===== src/rtl/robot_pkg.sv =====
// Shared robot instruction types: direction codes, torque width and the packed
// instruction word, plus the direction-to-motor mapping.
package robot_pkg;

  localparam int TORQUE_W = 3;

  typedef enum logic [1:0] {
    DIR_FWD   = 2'b00,
    DIR_REV   = 2'b01,
    DIR_LEFT  = 2'b10,
    DIR_RIGHT = 2'b11
  } dir_t;

  typedef struct packed {
    logic [TORQUE_W-1:0] torque;
    dir_t                dir;
  } instr_t;

  // Returns {left_dir, right_dir}; 1 = forward. Turns spin the inner wheel backwards.
  function automatic logic [1:0] motor_dirs(dir_t d);
    logic [1:0] lr;
    case (d)
      DIR_FWD:   lr = 2'b11;
      DIR_REV:   lr = 2'b00;
      DIR_LEFT:  lr = 2'b01;
      DIR_RIGHT: lr = 2'b10;
      default:   lr = 2'b11;
    endcase
    return lr;
  endfunction

endpackage


===== src/rtl/motor_pwm_executor_if.sv =====
// Instruction handshake between the FIFO read side (master) and the executor (slave).
interface motor_pwm_executor_if;
  import robot_pkg::*;

  instr_t instr;
  logic   instr_valid;
  logic   instr_ready;

  modport master (output instr, output instr_valid, input instr_ready);
  modport slave  (input instr, input instr_valid, output instr_ready);
endinterface


===== src/rtl/motor_pwm_executor_pwm_gen.sv =====
// Eight-step PWM: a prescaler advances a 3-bit step counter, output is high
// while step < duty. The output is registered against the post-edge step value.
module pwm_gen
  import robot_pkg::*;
#(
  parameter int PRESCALE = 6250
) (
  input  logic                clk,
  input  logic                rst,
  input  logic                clear,
  input  logic [TORQUE_W-1:0] duty,
  output logic                pwm
);

  localparam int PS_W = (PRESCALE > 1) ? $clog2(PRESCALE) : 1;
  localparam logic [PS_W-1:0] PS_LAST = PS_W'(PRESCALE - 1);

  logic [PS_W-1:0]     presc_reg, presc_next;
  logic [TORQUE_W-1:0] step_reg, step_next;

  always_comb begin
    presc_next = presc_reg;
    step_next  = step_reg;
    if (clear) begin
      presc_next = '0;
      step_next  = '0;
    end else if (presc_reg == PS_LAST) begin
      presc_next = '0;
      step_next  = step_reg + 1'b1;
    end else begin
      presc_next = presc_reg + 1'b1;
    end
  end

  // Comparing the next step keeps pwm aligned with the counters it reflects.
  always_ff @(posedge clk) begin
    if (rst) begin
      presc_reg <= '0;
      step_reg  <= '0;
      pwm       <= 1'b0;
    end else begin
      presc_reg <= presc_next;
      step_reg  <= step_next;
      pwm       <= (step_next < duty);
    end
  end

endmodule


===== src/rtl/motor_pwm_executor.sv =====
// Executes one robot instruction at a time: drives motor directions and PWM
// for EXEC_CYCLES cycles, then pulses done for one cycle and returns to idle.
module motor_pwm_executor
  import robot_pkg::*;
#(
  parameter int PRESCALE    = 6250,
  parameter int EXEC_CYCLES = 100_000_000
) (
  input  logic                  clk,
  input  logic                  rst,
  input  logic                  abort,
  motor_pwm_executor_if.slave   bus,
  output logic                  busy,
  output logic                  done,
  output logic                  left_dir,
  output logic                  right_dir,
  output logic                  left_pwm,
  output logic                  right_pwm
);

  localparam int EX_W = (EXEC_CYCLES > 1) ? $clog2(EXEC_CYCLES) : 1;
  localparam logic [EX_W-1:0] EXEC_LAST = EX_W'(EXEC_CYCLES - 1);

  typedef enum logic [1:0] {IDLE, RUN, DONE} exec_state_t;

  exec_state_t         state_reg;
  instr_t              instr_reg;
  logic [EX_W-1:0]     exec_reg;
  logic                accept;
  logic                run_continue;
  logic                pwm_clear;
  logic [TORQUE_W-1:0] pwm_duty;
  logic                pwm_out;

  assign bus.instr_ready = (state_reg == IDLE) && !abort;
  assign accept          = bus.instr_valid && bus.instr_ready;
  assign run_continue    = (state_reg == RUN) && !abort && (exec_reg != EXEC_LAST);

  // PWM restarts from step 0 on accept and is forced low whenever RUN is not continuing.
  assign pwm_clear = !run_continue;
  assign pwm_duty  = accept       ? bus.instr.torque :
                     run_continue ? instr_reg.torque : '0;

  pwm_gen #(
    .PRESCALE (PRESCALE)
  ) u_pwm_gen (
    .clk   (clk),
    .rst   (rst),
    .clear (pwm_clear),
    .duty  (pwm_duty),
    .pwm   (pwm_out)
  );

  assign left_pwm  = pwm_out;
  assign right_pwm = pwm_out;

  always_ff @(posedge clk) begin
    if (rst) begin
      state_reg <= IDLE;
      instr_reg <= '0;
      exec_reg  <= '0;
      busy      <= 1'b0;
      done      <= 1'b0;
      left_dir  <= 1'b1;
      right_dir <= 1'b1;
    end else begin
      done <= 1'b0;
      case (state_reg)
        IDLE: begin
          exec_reg <= '0;
          if (accept) begin
            instr_reg               <= bus.instr;
            state_reg               <= RUN;
            busy                    <= 1'b1;
            {left_dir, right_dir}   <= motor_dirs(bus.instr.dir);
          end
        end
        RUN: begin
          if (abort) begin
            state_reg <= IDLE;
            busy      <= 1'b0;
          end else if (exec_reg == EXEC_LAST) begin
            state_reg <= DONE;
            done      <= 1'b1;
          end else begin
            exec_reg <= exec_reg + 1'b1;
          end
        end
        DONE: begin
          state_reg <= IDLE;
          busy      <= 1'b0;
        end
        default: begin
          state_reg <= IDLE;
          busy      <= 1'b0;
        end
      endcase
    end
  end

endmodule


===== src/flat_wrapper.sv =====
// flat-port wrapper written by rule: the top's interface ports become plain ports
module motor_pwm_executor_flat import robot_pkg::*;
#(
  parameter int PRESCALE    = 6250,
  parameter int EXEC_CYCLES = 100_000_000
)
  (clk, rst, abort, busy, done, left_dir, right_dir, left_pwm, right_pwm, bus_instr, bus_instr_valid, bus_instr_ready);
  motor_pwm_executor_if bus_i ();
  input  logic clk;
  input  logic rst;
  input  logic abort;
  output logic busy;
  output logic done;
  output logic left_dir;
  output logic right_dir;
  output logic left_pwm;
  output logic right_pwm;
  input wire logic [$bits(bus_i.instr)-1:0] bus_instr;
  input wire logic [$bits(bus_i.instr_valid)-1:0] bus_instr_valid;
  output wire logic [$bits(bus_i.instr_ready)-1:0] bus_instr_ready;
  assign bus_i.instr = bus_instr;
  assign bus_i.instr_valid = bus_instr_valid;
  assign bus_instr_ready = bus_i.instr_ready;
  motor_pwm_executor #(.PRESCALE(PRESCALE), .EXEC_CYCLES(EXEC_CYCLES)) u_core (.clk(clk), .rst(rst), .abort(abort), .bus(bus_i), .busy(busy), .done(done), .left_dir(left_dir), .right_dir(right_dir), .left_pwm(left_pwm), .right_pwm(right_pwm));
endmodule

===== config.mk =====
export PLATFORM = sky130hd
export DESIGN_NAME = motor_pwm_executor_flat
export DESIGN_NICKNAME = d
export VERILOG_FILES = /design/src/rtl/robot_pkg.sv /design/src/rtl/motor_pwm_executor_if.sv /design/src/rtl/motor_pwm_executor_pwm_gen.sv /design/src/rtl/motor_pwm_executor.sv /design/src/flat_wrapper.sv
export SDC_FILE = /design/constraint.sdc
export NUM_CORES = 1
export LEC_CHECK = 0
export ABC_CLOCK_PERIOD_IN_PS = 3290
export BUFFER_PORTS_ARGS = -buffer_cell sky130_fd_sc_hd__buf_4
export CORE_UTILIZATION = 60
export DETAILED_ROUTE_END_ITERATION = 12
export PLACE_DENSITY = 0.86
export SYNTH_ARGS = -nofsm -noshare
export SYNTH_HDL_FRONTEND = slang
export SYNTH_HIERARCHICAL = 1
export SYNTH_SLANG_ARGS = --single-unit
export TNS_END_PERCENT = 50

===== constraint.sdc =====
create_clock -name clk -period 3.29 [get_ports clk]
set_input_delay 0.1645 -clock clk [delete_from_list [all_inputs] [get_ports clk]]
set_output_delay 0.1645 -clock clk [all_outputs]
set_load 0.005 [all_outputs]

==> results.sh <==
export IMPL_status="finished, final reports clean"
export IMPL_crit_chain="and4_1, and4_1, a211oi_2, nand2_1, nor2_1, ha_1, nor2b_1, o21a_1, nor3_1, o31a_1"
export IMPL_synth_seq_cells=53
export IMPL_layout_cells_non_filler=387
export IMPL_cts_hold_buf=0
export IMPL_core_area_sq_um=4384
export IMPL_die_w_microns=69.93
export IMPL_skew_ns=0.007424
export IMPL_ir_drop_v=0.0002568
export IMPL_synthTopCellsByArea="dfxtp_1 38%, a21oi_1 5.2%, nand2_1 5.2%"
export IMPL_slowest_stage="dfxtp_1"
export IMPL_min_path_type="input port to register"
export IMPL_netlist_area_leader_share=0.3832
export IMPL_cp_end_kind="register"
export IMPL_max_clock_freq_mhz=375.2
export IMPL_layout_worst_path_cycle_share=0.8101
export IMPL_final_min_clock_period_ns=2.665
export IMPL_synth_most_common_cell="dfxtp_1"
export IMPL_start_util=0.6316
export IMPL_routedWlPerCell_microns=16.36
export IMPL_cts_buffer_depth=2
export IMPL_grtUsageTotal=0.2674
export IMPL_dpl_cell_count=379
export IMPL_grt_pass1_vias=2261
export IMPL_ys_warn_count=6
export IMPL_post_cts_buffers=0
export IMPL_syn_num_nets=341
export IMPL_drive_gt1_frac=0.1254
export IMPL_startpoint_type="register"
export IMPL_power_density_nw_per_um2=389.0
export IMPL_cts_htree_levels=2
export IMPL_path_class="register to register"
export IMPL_synth_edf_count=0
export IMPL_cts_tree="built"
export IMPL_place_detailed_hpwl_mm=4.283
export IMPL_drtIter0Drc=217
export IMPL_ios=16
export IMPL_synthCells=324
export IMPL_grt_pass1_wl_mm=10.41
export IMPL_cap_viol_max_count=0
export IMPL_ctsResizeCount=0
export IMPL_synth_seq_area_share=0.3832
export IMPL_cpPeakStageDelay_ns=0.37
export IMPL_ys_types=59
export IMPL_final_max_slew_viol_count=0
export IMPL_r2r_start="u_core/exec_reg[14]$_SDFFE_PP0P_"
export IMPL_clk_latency_ns=0.31
export IMPL_setup_viol_count_final=0
export IMPL_relSlewSlack=0.5470
export IMPL_avgSynthCellArea_sq_um=8.546
export IMPL_async_flop_share=0
export IMPL_netlist_area_sq_um=2769
export IMPL_cp_max_fo=8
export IMPL_chipHeight_microns=69.93
export IMPL_die_area_sq_um=4890
export IMPL_routed_via_density=6.375
export IMPL_vias=2467
export IMPL_root_buffer="clkbuf_8"
export IMPL_crit_path_start="u_core/exec_reg[14]$_SDFFE_PP0P_"
export IMPL_antenna_left=0
export IMPL_p_leak_uw=0.001052
export IMPL_crit_path_frequent_cell="and4_1"
export IMPL_area_growth_pct=8.631
export IMPL_hold_start="abort"
export IMPL_place_congestion=0.8317
export IMPL_grt_overflow=0
export IMPL_num_rows=24
export IMPL_worst_pin_slew_ns=0.6782
export IMPL_io_buffers=15
export IMPL_synth_top_cell_by_area="dfxtp_1"
export IMPL_path_clk_slew_ns=0.10
export IMPL_rsz0062_at_grt="false"
export IMPL_largest_reg_flops=27
export IMPL_cts_sinks=53
export IMPL_crit_required_ns=3.55
export IMPL_drt_total_wl_mm=6.331
export IMPL_post_route_drc_count=0
export IMPL_setup_tns_final_ns=0
export IMPL_synthFlopType="dfxtp_1"
export IMPL_nets=351
export IMPL_finalHoldViolations=0
export IMPL_drtPass1Iterations=5
export IMPL_grt_max_degree=19
export IMPL_netlist_top_cells_count="53 x dfxtp_1, 38 x nand2_1, 29 x a21oi_1, 28 x nor2_1, 19 x nand3_1"
export IMPL_antennaDiodeCount=0
export IMPL_antenna_found_initial=0
export IMPL_cp_data_arrival_time_ns=2.93
export IMPL_numCtsBuffers=5
layer usage:
layer | global-route usage | vias up | wire, microns
li1 | - | 1212 | -
met1 | 0.3484 | 1150 | 2812
met2 | 0.4444 | 91 | 3063
met3 | 0.05339 | 14 | 353
met4 | 0.08667 | 0 | 102
met5 | 0 | - | 0
where the power goes:
part / switching, uW / internal (uW) / total (uW)
logic: 37.6 / 27.2 / 64.8
clock network: 223 / 228 / 451
registers: 6.74 / 648 / 654
layout make-up:
type                    instances  area, sq um
fillers                       346         1376
multi-input cells             250         1617
clock buffers                   5        68.82
clock inverters                 3        46.29
inverters                       8        30.03
well taps                      52        65.06
repair buffers                 16        120.1
flip-flops and latches         53         1061
per-stage QoR:
| step | total power, uW | area, sq um | util | worst slack (ns) | hold slack, ns |
|---|---|---|---|---|---|
| global route | 1212 | 3008 | 0.6861 | 0.4484 | 0.09187 |
| floorplan | 707.7 | 2769 | - | 0.9088 | 0.2413 |
| detailed placement | 732.7 | 2893 | 0.6598 | 0.6830 | 0.4200 |
| finish | 1170 | 3008 | 0.6861 | 0.6246 | 0.09121 |
| CTS | 1179 | 3008 | 0.6861 | 0.6290 | 0.08459 |
| global placement | 730.8 | 2893 | 0.6598 | 0.8214 | 0.4175 |
critical path: cells and delay by family, from the launching register on:
family	cells	cell delay, ns
DFF	1	0.37
and+or+nand+nor	6	1.32
AOI/OAI and AO/OA	3	0.68
adders and majority gates	1	0.24
kinds of logic (layout without fill, tap and decap cells):
family | count (synthesis) | in the layout | synth area share
flops | 53 | 53 | 0.3832
fa+ha+maj | 8 | 8 | 0.03615
mux | 2 | 2 | 0.007682
buf+inv | 21 | 32 | 0.03298
xor+xnor | 13 | 13 | 0.04112
compound gates | 70 | 70 | 0.1749
simple gates | 157 | 157 | 0.3240
layout by cell type, fill, tap and decap left out, types with 2 or more instances in the layout:
| cell type | instances |
|---|---|
| buf_4 | 16 |
| a31oi_1 | 7 |
| o21ai_0 | 8 |
| nor2b_1 | 2 |
| xor2_1 | 12 |
| a211o_1 | 2 |
| or4_1 | 4 |
| o21bai_1 | 2 |
| inv_1 | 8 |
| nand2b_1 | 2 |
| nor4_4 | 2 |
| a41oi_2 | 2 |
| a21oi_1 | 29 |
| and3_1 | 4 |
| or3_1 | 3 |
| nand2_1 | 38 |
| nand3_2 | 2 |
| a31o_1 | 2 |
| dfxtp_1 | 53 |
| o31a_1 | 2 |
| nor4_1 | 4 |
| nor2_1 | 28 |
| nand3_1 | 19 |
| a211oi_2 | 3 |
| ha_1 | 8 |
| nand4_1 | 14 |
| clkbuf_8 | 5 |
| and4_1 | 7 |
| nor3_1 | 12 |
| and2_1 | 5 |
| o31ai_1 | 2 |
path summary, 6_finish.rpt:
| kind | endpoint | slack (ns) | depth (start not counted) |
|---|---|---|---|
| max | u_core/u_pwm_gen/pwm$_SDFF_PP0_ | 0.62 | 10 |
| min | u_core/state_reg[1]$_SDFFE_PP0P_ | 0.09 | 2 |
| max reg2reg | u_core/u_pwm_gen/pwm$_SDFF_PP0_ | 0.62 | 10 |
| min reg2reg | u_core/instr_reg[4]$_SDFFE_PP0P_ | 0.47 | 2 |
(Power assumes the default switching activity.)
